--- config.mk ---
export PLATFORM = sky130hd
export DESIGN_NAME = kcpsmx_stack_ctrl
export DESIGN_NICKNAME = d
export VERILOG_FILES = /design/src/rtl/kcpsmx_stack_ctrl.sv
export SDC_FILE = /design/constraint.sdc
export NUM_CORES = 1
export LEC_CHECK = 0
export BUFFER_PORTS_ARGS = -buffer_cell sky130_fd_sc_hd__buf_4
export CAP_MARGIN = 20
export CORE_MARGIN = 4
export CORE_UTILIZATION = 50
export DETAILED_ROUTE_END_ITERATION = 6
export PLACE_DENSITY = 0.89
export SYNTH_ARGS = -nofsm -noshare
export SYNTH_HDL_FRONTEND = slang
export SYNTH_SLANG_ARGS = --single-unit
--- constraint.sdc ---
create_clock -name clk_i -period 6.4 [get_ports clk_i]
set_clock_uncertainty 0.1 [all_clocks]
set_input_delay 0.96 -clock clk_i [delete_from_list [all_inputs] [get_ports clk_i]]
set_output_delay 0.96 -clock clk_i [all_outputs]
set_load 0.02 [all_outputs]
--- src/rtl/kcpsmx_stack_ctrl.sv ---
// Call/return stack controller for a zero-latency-read stack RAM; owns sp, count and error flags.
// Build option: KCPSMX_STACK_OVF_TRAP_EN suppresses pushes into a full stack instead of overwriting the oldest entry.
module kcpsmx_stack_ctrl #(
    parameter int STACK_DEPTH = 5,
    parameter int STACK_WIDTH = 10,
    parameter int STACK_SIZE  = 31
) (
    input  logic                   clk_i,
    input  logic                   reset_i,
    input  logic                   push_i,
    input  logic                   pop_i,
    input  logic [STACK_WIDTH-1:0] push_data_i,
    output logic [STACK_WIDTH-1:0] return_address_o,
    output logic [STACK_DEPTH-1:0] stack_address_o,
    output logic                   stack_we_o,
    output logic [STACK_WIDTH-1:0] stack_wdata_o,
    input  logic [STACK_WIDTH-1:0] stack_rdata_i,
    output logic                   full_o,
    output logic                   empty_o,
    output logic                   overflow_o,
    output logic                   underflow_o
);

    localparam logic [STACK_DEPTH-1:0] SP_LAST = STACK_DEPTH'(STACK_SIZE - 1);
    localparam logic [STACK_DEPTH-1:0] SP_ONE  = STACK_DEPTH'(1);
    localparam logic [STACK_DEPTH:0]   CNT_MAX = (STACK_DEPTH + 1)'(STACK_SIZE);
    localparam logic [STACK_DEPTH:0]   CNT_ONE = (STACK_DEPTH + 1)'(1);

    logic [STACK_DEPTH-1:0] sp_q, sp_d, sp_inc, sp_dec;
    logic [STACK_DEPTH:0]   count_q, count_d;
    logic                   ovf_q, ovf_d, unf_q, unf_d;

    assign full_o           = (count_q == CNT_MAX);
    assign empty_o          = (count_q == '0);
    assign overflow_o       = ovf_q;
    assign underflow_o      = unf_q;
    assign return_address_o = stack_rdata_i;
    assign stack_wdata_o    = push_data_i;

    // Pointer arithmetic wraps modulo STACK_SIZE, which need not be a power of two.
    assign sp_inc = (sp_q == SP_LAST) ? '0 : sp_q + SP_ONE;
    assign sp_dec = (sp_q == '0) ? SP_LAST : sp_q - SP_ONE;

    always_comb begin
        sp_d            = sp_q;
        count_d         = count_q;
        ovf_d           = ovf_q;
        unf_d           = unf_q;
        stack_address_o = sp_dec;
        stack_we_o      = 1'b0;

        if (push_i && pop_i && !empty_o) begin
            // Replace top: the RAM read of the old top completes before the write lands.
            stack_we_o = 1'b1;
        end else begin
            if (pop_i && empty_o) begin
                unf_d = 1'b1;
            end
            if (push_i) begin
                stack_address_o = sp_q;
                if (full_o) begin
                    ovf_d = 1'b1;
`ifdef KCPSMX_STACK_OVF_TRAP_EN
                    stack_we_o = 1'b0;
`else
                    stack_we_o = 1'b1;
                    sp_d       = sp_inc;
`endif
                end else begin
                    stack_we_o = 1'b1;
                    sp_d       = sp_inc;
                    count_d    = count_q + CNT_ONE;
                end
            end else if (pop_i && !empty_o) begin
                sp_d    = sp_dec;
                count_d = count_q - CNT_ONE;
            end
        end

        if (reset_i) begin
            stack_we_o = 1'b0;
        end
    end

    always_ff @(posedge clk_i) begin
        if (reset_i) begin
            sp_q    <= '0;
            count_q <= '0;
            ovf_q   <= 1'b0;
            unf_q   <= 1'b0;
        end else begin
            sp_q    <= sp_d;
            count_q <= count_d;
            ovf_q   <= ovf_d;
            unf_q   <= unf_d;
        end
    end

endmodule

; Word level (Yosys, flattened, before mapping)
; Index checks and enable logic that the tools add are counted.
[op_classes]
addsub = 4
eq_ne = 3
muxes = 12
bitwise_logic = 1
reduce_logical = 12
[ops]
columns = cell, n
row1 = $mux W5, 6
row2 = $mux W6, 3
row3 = $add A6 B1 Y6 const B, 1
row4 = $eq A6 B5 Y1 const B, 1
row5 = $logic_not A6 Y1, 1
row6 = $reduce_and A3 Y1, 2
row7 = $sub A6 B1 Y6 const B, 1
row8 = $add A5 B1 Y5 const B, 1
row9 = $eq A5 B5 Y1 const B, 1
row10 = $logic_not A5 Y1, 1
row11 = $sub A5 B1 Y5 const B, 1
row12 = $logic_and A1 B1 Y1, 4
row13 = $reduce_and A2 Y1, 2
row14 = $mux W1, 3
row15 = $ne A2 B2 Y1 const B, 1
row16 = $reduce_bool A2 Y1, 1
row17 = $logic_not A1 Y1, 1
row18 = $not A1 Y1, 1
[word_totals]
ff_bits = 13
in_bits = 24
output_inout_bits = 30
word_cells = 36

; Longest topological paths before layout
; Gate-level depths: netlist (run 1).
[depth]
word_depth = 5
ltp_mapped = 7
depth_no_buf = 7

; Worst setup path after synthesis (run 1)
; Ideal clock, no wire load.
[synth_path]
path_kind = input port to output port
start = input port push_i
end = output port stack_address_o[2]
arrival_ns = 2.033
path_slack_ns = 3.307
cell_stages = 4
cell_sequence = nor3b_1 -> a21oi_1 -> nand2_1 -> xnor2_1
[synth_via]
elab_chain_len = 3
elab_cells_between_ends = 4
classes_between = mux (2) / reduce/logical (2)
[synth_rtl]
columns = element, line
row1 = from (decl), 10  ; input logic push_i,
row2 = $logic_and A1 B1 Y1 (2 in series), 52  ; if (push_i && pop_i && !empty_o) begin
row3 = $mux W5 (*), 52
row4 = to (decl), 14  ; output logic [STACK_DEPTH-1:0] stack_address_o,
; Every way passes the cells marked *; elsewhere a longest branch is shown, timed or not.

; Worst setup path after layout (run 1)
; Same ends and word-level chain as after synthesis.

==> out/results.ini, run 1 <==
[sta]
finalCriticalPeriod_ns=3.34
slew_violations=0
setup-tns-final_ns=0
max_freq_mhz=300
worstMarginPinSlew_ns=0.663
period_share_pct=52.2
grt_setup_unrepaired=false
hold_viol=0
setup_viol=0
relSlewSlack_pct=55.8

[logic_synthesis]
synth_edf_count=0
ys_warn_count=0
syn_area_um2=1150
synth_cell_types=40
synth_area_per_cell_um2=8.18
synth_cells=141
synth_seq_cells=13
synth-main-ff-cell=dfxtp_1
yosysSeqAreaShare_pct=22.6
synth_nets=173
ys_async_sr_fraction_pct=0

[min_path]
min_path_type=reg -> reg
worstHoldEndpoint=underflow_o$_SDFFE_PP0P_
hp-start=underflow_o$_SDFFE_PP0P_
hold_depth=2

[critical_path]
worstPathRequired_ns=5.34
timing.rr.start=count_q[1]$_SDFFE_PP0P_
critPathArrivalTime_ns=2.28
rr_worst_depth=6
r2r_end=count_q[5]$_SDFFE_PP0P_
start_kind=input pin
startpoint=push_i
crit_path_max_fanout=7
ff2ff_setup_slack_ns=4.34
end_kind=output port
critPathKind=in -> out

[route]
drc=0
drt_first_pass_iters=4
vias_per_cell=5.90
vias=950
wl_mm=2.34
ant_nets=0
first_iter_violations=33
wl_per_cell_um=14.6

[die]
fp.dieH_um=56.0
initial_utilization_pct=52.1
core_area_um2=2210
rows=17
dieArea_um2=3140
chipWidth_um=56.0
num_io_pins=54

[flow_run]
maxCapViolCount=0

[clocking]
clk_latency_ns=0.29
path_clk_slew_ns=0.09
cts_tree=built
cts_resized=0
clock_sinks=13
numCtsBuffers=3
hold_buffers=0
clock_path_buffers=2
h-tree-depth=1
root_buffer=clkbuf_4
cts_setup_buffers=0

[placed_design]
place.gp.congestion=0.851
place_hpwl_mm=1.72
post_dp_cell_area_um2=1110
portBuffers=13

[global_route]
first_global_vias=925
grt-ovfl-total=0
grtUsageTotal_pct=15.2
antenna_found_initial=0
grt_pass1_wl_mm=3.88
grt_max_degree=16

[cells_and_area]
drive_gt1_share_pct=20.3
areaGrowthSynthToFinish_pct=-1.08
n_antenna_cell=0
nets=166
fin_area_um2=1140
final_common_cell=nor2_1
layout_common_cells=nor2_1 (19), dfxtp_1 (13), buf_4 (13)

[outcome]
status=complete, no violations

[power_and_ir_drop]
vdd_ir_drop_max_mv=0.292
p_per_area_nw_per_um2=574
p_leak_nw=0.484

## cells by family after synthesis
logic type	after synthesis	synth area share (%)
and+or+nand+nor	42	18.2
AOI/OAI and AO/OA	35	22.8
buffers and inverters	30	16.5
DFF	13	22.6
adders and majority gates	8	9.33
xor gates and xnor gates	7	5.31
muxes	6	5.31
## routing by layer
metal / routed length (um) / vias to the layer above / global-route usage, %
li1: - / 460 / -
met1: 1030 / 454 / 16.8
met2: 1110 / 27 / 26.0
met3: 146 / 9 / 4.41
met4: 47 / 0 / 7.80
met5: 0 / - / 0
## layout make-up
cell class	instances	area, um^2
multi-input combinational	98	703
sequential	13	260
inverter	5	18.8
tap	28	35.0
fill	225	1070
timing repair buffer	13	97.6
clock buffer	4	26.3
## stage by stage
stage / cells / worst slack [ns] / hold slack [ns] / power (mW) / util, %
after floorplan: 141 / 3.31 / 0.415 / 0.499 / -
after global placement: 157 / 3.15 / 0.356 / 0.580 / 50.4
after detailed placement: 157 / 3.10 / 0.359 / 0.598 / 50.4
after CTS: 161 / 3.10 / 0.395 / 0.654 / 51.6
after global routing: 161 / 2.99 / 0.439 / 0.708 / 51.6
final: 161 / 3.06 / 0.392 / 0.655 / 51.6
## critical path, stage by stage
cell and delay [ns]:
buf_4 0.12, nor3b_1 0.14, a21oi_1 0.55, nand2_1 0.14, xnor2_1 0.19, buf_4 0.17
## how the worst max path moves through the flow
stage                         endpoint  slack [ns]
floorplan           stack_address_o[2]        3.31
global placement    stack_address_o[2]        3.15
detailed placement  stack_address_o[2]        3.10
CTS                 stack_address_o[2]        3.10
global route        stack_address_o[2]        2.99
finish              stack_address_o[2]        3.06
## sequential cells by signal, indices dropped and copies added (netlist names)
signal and cells:
count_q 6, overflow_o 1, sp_q 5, underflow_o 1
## Yosys cell counts (3+ instances only)
library cell,count,area [um^2]
buf_4,20,150
nor2_1,19,71.3
dfxtp_1,13,260
a21oi_1,10,50.1
ha_1,7,87.6
nand2_1,7,26.3
xnor2_1,7,61.3
inv_1,5,18.8
mux2i_1,5,50.1
o21ai_0,5,25.0
a211oi_1,4,30.0
a31oi_1,3,18.8
clkbuf_1,3,11.3
nor3_1,3,15.0
## where the power goes
| group | total, mW | internal [mW] | switching [mW] |
|---|---|---|---|
| Sequential | 0.166 | 0.112 | 0.0541 |
| Clock | 0.0538 | 0.0242 | 0.0295 |
| Combinational | 0.435 | 0.198 | 0.237 |
| Total | 0.655 | 0.335 | 0.320 |
Note: power is estimated with default switching activity, not from simulation.
==> run 2: changes to the inputs <==
--- a/config.mk
+++ b/config.mk
@@ -5,12 +5,13 @@
 export SDC_FILE = /design/constraint.sdc
 export NUM_CORES = 1
 export LEC_CHECK = 0
+export ABC_AREA = 1
 export BUFFER_PORTS_ARGS = -buffer_cell sky130_fd_sc_hd__buf_4
 export CAP_MARGIN = 20
 export CORE_MARGIN = 4
-export CORE_UTILIZATION = 50
+export CORE_UTILIZATION = 47
 export DETAILED_ROUTE_END_ITERATION = 6
-export PLACE_DENSITY = 0.89
+export PLACE_DENSITY = 0.84
 export SYNTH_ARGS = -nofsm -noshare
 export SYNTH_HDL_FRONTEND = slang
 export SYNTH_SLANG_ARGS = --single-unit
==> constraint.sdc (replaced) <==
create_clock -name clk_i -period 3.1 [get_ports clk_i]
set_clock_uncertainty 0.1 [all_clocks]
set_input_delay 0.465 -clock clk_i [delete_from_list [all_inputs] [get_ports clk_i]]
set_output_delay 0.465 -clock clk_i [all_outputs]
set_load 0.02 [all_outputs]
==> run 2 against run 1 <==
Flip-flop and latch count stayed put. Combinational power is 11% higher. First-iteration DRC count unchanged. Critical path depth is 1 higher. Area after synthesis is 2.2% higher. Clock power grew 95%. Utilization is 0.88 points lower.
==> out/results.ini, run 2 <==
[outcome]
status=complete, no violations

[sta]
hold_viol=0  ; unchanged
setup_viol=0  ; unchanged
relSlewSlack_pct=71.2  ; +15 points
max_freq_mhz=443
worstMarginPinSlew_ns=0.428  ; -0.235 ns
grt_setup_unrepaired=false
period_share_pct=72.8
slew_violations=0  ; unchanged
setup_ws_ns=0.842  ; -2.22 ns
finalCriticalPeriod_ns=2.26
setup-tns-final_ns=0  ; unchanged

[power_and_ir_drop]
p_leak_nw=0.614  ; +27%
p_per_area_nw_per_um2=727  ; +27%
vdd_ir_drop_max_mv=0.367  ; +26%

[route]
drc=0  ; unchanged
drt_first_pass_iters=4  ; unchanged
vias=1016  ; +6.9%
wl_mm=2.23  ; -4.8%
first_iter_violations=33  ; unchanged
wl_per_cell_um=10.9  ; -25%
vias_per_cell=4.96  ; -16%
ant_nets=0  ; unchanged

[logic_synthesis]
synth_area_per_cell_um2=6.44  ; -21%
synth-compound-area-share_pct=8.92  ; -14 points
synth_top_family_by_area=simple AND/OR/NAND/NOR gates
synth-simple-area-share_pct=34.3  ; +16 points
yosysMostFrequentCell=nand2_1
synth_edf_count=0  ; unchanged
synth_nets=215  ; +24%
synth-main-ff-cell=dfxtp_1
syn_area_um2=1180  ; +2.2%
synth_top_area_share_pct=22.1  ; -0.48 points
synth_cells=183  ; +30%
synth_fa_ha_area_share_pct=9.13  ; -0.20 points
yosys-top-cells-count=nand2_1 (52), nor2_1 (22), buf_4 (20)
ys_warn_count=0  ; unchanged
synth_cell_types=24  ; -40%
yosysSeqAreaShare_pct=22.1  ; -0.48 points
synth_area_leaders=dfxtp_1 (22%), nand2_1 (17%), buf_4 (13%)
synth_top_cell_by_area=dfxtp_1
synth_xor_xnor_area_share_pct=5.20  ; -0.11 points
synth_seq_cells=13  ; unchanged
synthMuxAreaShare_pct=0  ; -5.3 points
ys_async_sr_fraction_pct=0  ; unchanged

[global_route]
grt_max_degree=11  ; -5
grt_use_met3_pct=2.00  ; -2.4 points
grtUsageTotal_pct=14.2  ; -0.99 points
grt_pass1_wl_mm=3.88  ; +0.18%
first_global_vias=917  ; -0.86%
gr-usage-met1_pct=19.7  ; +2.9 points
met2_usage_pct=21.6  ; -4.4 points
grt-ovfl-total=0  ; unchanged
antenna_found_initial=0  ; unchanged
grt.busiest_layer=met2

[die]
rows=17  ; unchanged
dieArea_um2=3370  ; +7.4%
chipWidth_um=58.1  ; +3.6%
initial_utilization_pct=51.3  ; -0.84 points
fp.dieH_um=58.1  ; +3.6%
num_io_pins=54  ; unchanged
core_area_um2=2300  ; +3.8%

[critical_path]
crit_path_max_fanout=6  ; -1
critPathKind=reg -> out
critPathArrivalTime_ns=1.69  ; -0.59 ns
start_kind=flop
end_kind=output port
worstPathRequired_ns=2.53  ; -2.81 ns

[placed_design]
place.gp.congestion=0.829  ; -2.6%
dp_slack_ns=1.08  ; -2.03 ns
place_hpwl_mm=1.73  ; +0.94%
portBuffers=13  ; unchanged

[cells_and_area]
areaGrowthSynthToFinish_pct=-1.17  ; about the same
drive_gt1_share_pct=13.0  ; -7.3 points
seqCellArea_um2=260  ; unchanged
fin_util_pct=50.7  ; -0.88 points
fillerInstances=228  ; +1.3%
n_antenna_cell=0  ; unchanged
regMostFlops=count_q
nets=210  ; +27%
largest_reg_flops=6  ; unchanged
final_common_cell=nand2_1
multi_input_area_um2=678  ; -3.6%
layout_common_cells=nand2_1 (52), nor2_1 (22), inv_1 (17)
biggestRegsByFlops=count_q (6), sp_q (5)

[clocking]
cts_resized=0  ; unchanged
numCtsBuffers=3  ; unchanged
clk_latency_ns=0.28  ; about the same
root_buffer=clkbuf_4
clock_sinks=13  ; unchanged
path_clk_slew_ns=0.09  ; about the same
hold_buffers=0  ; unchanged
h-tree-depth=1  ; unchanged
cts_setup_buffers=0  ; unchanged
clock_path_buffers=2  ; unchanged
cts_tree=built

[min_path]
min_path_type=in -> reg

[flow_run]
maxCapViolCount=0  ; unchanged

==> run 2: cell families after synthesis <==
group,after synthesis
AOI/OAI and AO/OA,21
buffers and inverters,41
and+or+nand+nor,93
adders and majority gates,8
xor gates and xnor gates,7
DFF,13
==> run 2: routing by layer <==
| metal | part of all wire (%) | vias to the layer above | wire length, um |
|---|---|---|---|
| met2 | 42 | 36 | 937 |
| met4 | 0.18 | 0 | 4 |
| met1 | 49 | 435 | 1090 |
| met5 | 0 | - | 0 |
| met3 | 9.1 | 2 | 204 |
| li1 | - | 543 | - |
==> run 2: worst max-delay path, stage by stage (launching register included) <==
cell     delay [ns]
dfxtp_1        0.42
inv_1          0.15
ha_1           0.26
nand3_1        0.17
nand3_1        0.10
nand2_1        0.08
o21ai_0        0.09
buf_4          0.17
==> run 2: final timing paths <==
kind | endpoint | startpoint | cells after the start | slack [ns]
setup / recovery | stack_address_o[3] | sp_q[0]$_SDFFE_PP0P_ | 7 | 0.84
setup reg to reg | sp_q[0]$_SDFFE_PP0P_ | sp_q[0]$_SDFFE_PP0P_ | 7 | 1.49
hold reg to reg | overflow_o$_SDFFE_PP0P_ | overflow_o$_SDFFE_PP0P_ | 2 | 0.36
hold / removal | count_q[2]$_SDFFE_PP0P_ | reset_i | 2 | 0.31
==> run 2: layout make-up <==
| cell class | instances | area share [%] |
|---|---|---|
| Timing Repair Buffer | 13 | 8.38 |
| Inverter | 18 | 5.80 |
| Multi-Input combinational cell | 129 | 58.2 |
| Tap cell | 28 | 3.01 |
| Sequential cell | 13 | 22.3 |
| Clock buffer | 4 | 2.26 |
==> run 2: stage by stage <==
stage / area [um^2] / std cells / power (mW) / hold WS (ns)
6_report: 1160 / 205 / 0.847 / 0.307
5_1_grt: 1160 / 205 / 0.928 / 0.319
4_1_cts: 1160 / 205 / 0.850 / 0.311
3_5_place_dp: 1140 / 201 / 0.741 / 0.342
3_3_place_gp: 1140 / 201 / 0.734 / 0.347
2_1_floorplan: 1180 / 183 / 0.651 / 0.371
==> run 2: report_power, final <==
part | internal, mW | leakage, nW | switching, mW
clock | 0.0498 | 0.0150 | 0.0554
combinational | 0.189 | 0.492 | 0.294
sequential | 0.208 | 0.107 | 0.0510
==> run 3: changes to the inputs <==
--- a/config.mk
+++ b/config.mk
@@ -5,13 +5,13 @@
 export SDC_FILE = /design/constraint.sdc
 export NUM_CORES = 1
 export LEC_CHECK = 0
-export ABC_AREA = 1
+export ABC_AREA = 0
 export BUFFER_PORTS_ARGS = -buffer_cell sky130_fd_sc_hd__buf_4
 export CAP_MARGIN = 20
 export CORE_MARGIN = 4
-export CORE_UTILIZATION = 47
+export CORE_UTILIZATION = 42
 export DETAILED_ROUTE_END_ITERATION = 6
-export PLACE_DENSITY = 0.84
+export PLACE_DENSITY = 0.8
 export SYNTH_ARGS = -nofsm -noshare
 export SYNTH_HDL_FRONTEND = slang
 export SYNTH_SLANG_ARGS = --single-unit
==> constraint.sdc (replaced) <==
create_clock -name clk_i -period 2 [get_ports clk_i]
set_clock_uncertainty 0.1 [all_clocks]
set_input_delay 0.3 -clock clk_i [delete_from_list [all_inputs] [get_ports clk_i]]
set_output_delay 0.3 -clock clk_i [all_outputs]
set_load 0.02 [all_outputs]
==> run 3 against run 2 <==
The flow now finishes with violations (negative setup slack). Via count grew 12%. Critical path type unchanged. Wire length grew 46%. Utilization grew 8.4 points. Sequential power grew 100%. Combinational power grew to 4.4 times the previous value. First-iteration DRC count grew 55%. Clock power grew 69%. Power grew to 3.3 times the previous value. Final cell count shrank 6.8%. Cell area grew 29%.
==> out/results.ini, run 3 (same netlist as run 1, synthesis figures left out) <==
[sta]
worstMarginPinSlew_ns=0.329  ; -0.0995 ns
setup_viol=3  ; +3
grt_setup_unrepaired=true
hold_viol=0  ; unchanged
max_freq_mhz=481
period_share_pct=104
setup_ws_ns=-0.0793  ; -0.921 ns
setup-tns-final_ns=-0.155  ; -0.155 ns
finalCriticalPeriod_ns=2.08
slew_violations=0  ; unchanged
relSlewSlack_pct=78.1  ; +6.9 points

[critical_path]
slowest_delay_ns=0.34  ; -0.08 ns
crit_slowest_cell=dfxtp_2
critical_path_buf_inv_count=2  ; unchanged
end_kind=output port
critPathKind=reg -> out
cp_cell_sequence=inv_2 > ha_4 > or3b_4 > nor2_4 > or3_4 > o21ai_2 > buf_6
start_kind=flop
crit_path_max_fanout=3  ; -3
worstPathRequired_ns=1.60  ; -0.93 ns
critPathArrivalTime_ns=1.68  ; about the same
critical_path.top_delay_family=simple AND/OR/NAND/NOR gates

[clocking]
clock_path_buffers=2  ; unchanged
clock_sinks=13  ; unchanged
numCtsBuffers=3  ; unchanged
root_buffer=clkbuf_4
h-tree-depth=1  ; unchanged
cts_tree=built
clk_latency_ns=0.29  ; about the same
path_clk_slew_ns=0.09  ; about the same

[global_route]
grtUsageTotal_pct=17.6  ; +3.5 points
grt.busiest_layer=met2
met2_usage_pct=28.2  ; +6.6 points
grt_pass1_wl_mm=4.80  ; +24%
gr-usage-met1_pct=22.5  ; +2.8 points
grt_max_degree=16  ; +5
antenna_found_initial=0  ; unchanged
first_global_vias=993  ; +8.3%
grt_use_met3_pct=3.62  ; +1.6 points
grt-ovfl-total=0  ; unchanged

[min_path]
min_path_type=in -> reg

[placed_design]
dp_slack_ns=-0.105  ; -1.18 ns
place.gp.congestion=0.929  ; +12%
place_hpwl_mm=2.08  ; +20%
portBuffers=13  ; unchanged
post_dp_cell_area_um2=1270  ; +12%

[route]
ant_nets=0  ; unchanged
first_iter_violations=51  ; +55%
wl_mm=3.26  ; +46%
drt_first_pass_iters=4  ; unchanged
wl_per_cell_um=17.1  ; +57%
vias_per_cell=5.98  ; +21%
drc=0  ; unchanged
vias=1142  ; +12%

[cells_and_area]
drive_gt1_share_pct=51.6  ; +39 points
multi_input_area_um2=821  ; +21%
biggestRegsByFlops=count_q (6), sp_q (5)
regMostFlops=count_q
largest_reg_flops=6  ; unchanged
fin_util_pct=59.1  ; +8.4 points
nets=194  ; -7.6%
areaGrowthSynthToFinish_pct=30.5
seqCellArea_um2=275  ; +5.8%
fillerInstances=204  ; -11%
fin_area_um2=1510  ; +29%
n_antenna_cell=0  ; unchanged
final_common_cell=buf_4
layout_common_cells=buf_4 (37), nor2_1 (15), a21oi_1 (8)

[power_and_ir_drop]
vdd_ir_drop_max_mv=1.61  ; +340%
p_per_area_nw_per_um2=1870  ; +160%
p_total_mw=2.82  ; +230%
p_leak_nw=0.642  ; +4.5%

[die]
dieArea_um2=3650  ; +8.2%
fp.dieH_um=60.4  ; +4.0%
core_area_um2=2540  ; +11%
chipWidth_um=60.4  ; +4.0%
rows=18  ; +1
initial_utilization_pct=45.3  ; -6.0 points
num_io_pins=54  ; unchanged

[outcome]
status=finished, violations left
failed_checks=negative setup slack

[flow_run]
maxCapViolCount=0  ; unchanged

## run 3: cell types whose count changed in the layout (fill, tap and decap cells not counted), sizes merged, moves of 6 or more
cell,previous run,this run
inv,18,4
xnor2,1,7
xor2,6,0
nand2,56,7
nand3,11,0
buf,13,41
## run 3: what timing repair did
| item | CTS | global route |
|---|---|---|
| setup buffers | 7 | 4 |
| hold buffers | 0 | 0 |
| gates resized for setup | 22 | 17 |
| pin swaps | 4 | 5 |
| setup endpoints to repair | 8 | 9 |
## run 3: final timing paths
kind / cells after the start / startpoint / endpoint / slack (ns)
hold reg to reg: 2 / overflow_o$_SDFFE_PP0P_ / overflow_o$_SDFFE_PP0P_ / 0.38
setup reg to reg: 4 / count_q[1]$_SDFFE_PP0P_ / count_q[5]$_SDFFE_PP0P_ / 0.05
hold / removal: 2 / reset_i / count_q[2]$_SDFFE_PP0P_ / 0.20
setup / recovery: 7 / sp_q[0]$_SDFFE_PP0P_ / stack_address_o[0] / -0.08
## run 3: metal layers
layer  vias to the layer above  share of wire, %
met5                         -                 0
met4                         0               3.5
met3                        14               8.3
met2                        49                48
met1                       558                40
li1                        521                 -
## run 3: stage by stage
step                      hold slack [ns]  cells
after detailed placement            0.363    176
after global routing                0.207    191
final                               0.203    191
after global placement              0.351    176
after floorplan                     0.265    141
after CTS                           0.197    187
## run 3: worst register-to-register path: cells and delay by family, from the launching register on
family | cells | cell delay [ns]
AOI/OAI and AO/OA | 1 | 0.30
DFF | 1 | 0.38
muxes | 2 | 0.50
and+or+nand+nor | 1 | 0.56
## run 3: where the power goes
part	internal [mW]	switching (mW)	total [mW]	leakage [nW]
clock	0.0778	0.0995	0.177	0.0150
combinational	1.07	1.06	2.12	0.517
sequential	0.380	0.138	0.517	0.110
total	1.52	1.29	2.82	0.642
## run 3: final cells by class
class	instances	area share, %
Clock buffer	4	1.75
Inverter	5	1.50
Multi-Input combinational cell	98	54.5
Sequential cell	13	18.3
Tap cell	30	2.49
Timing Repair Buffer	41	21.4
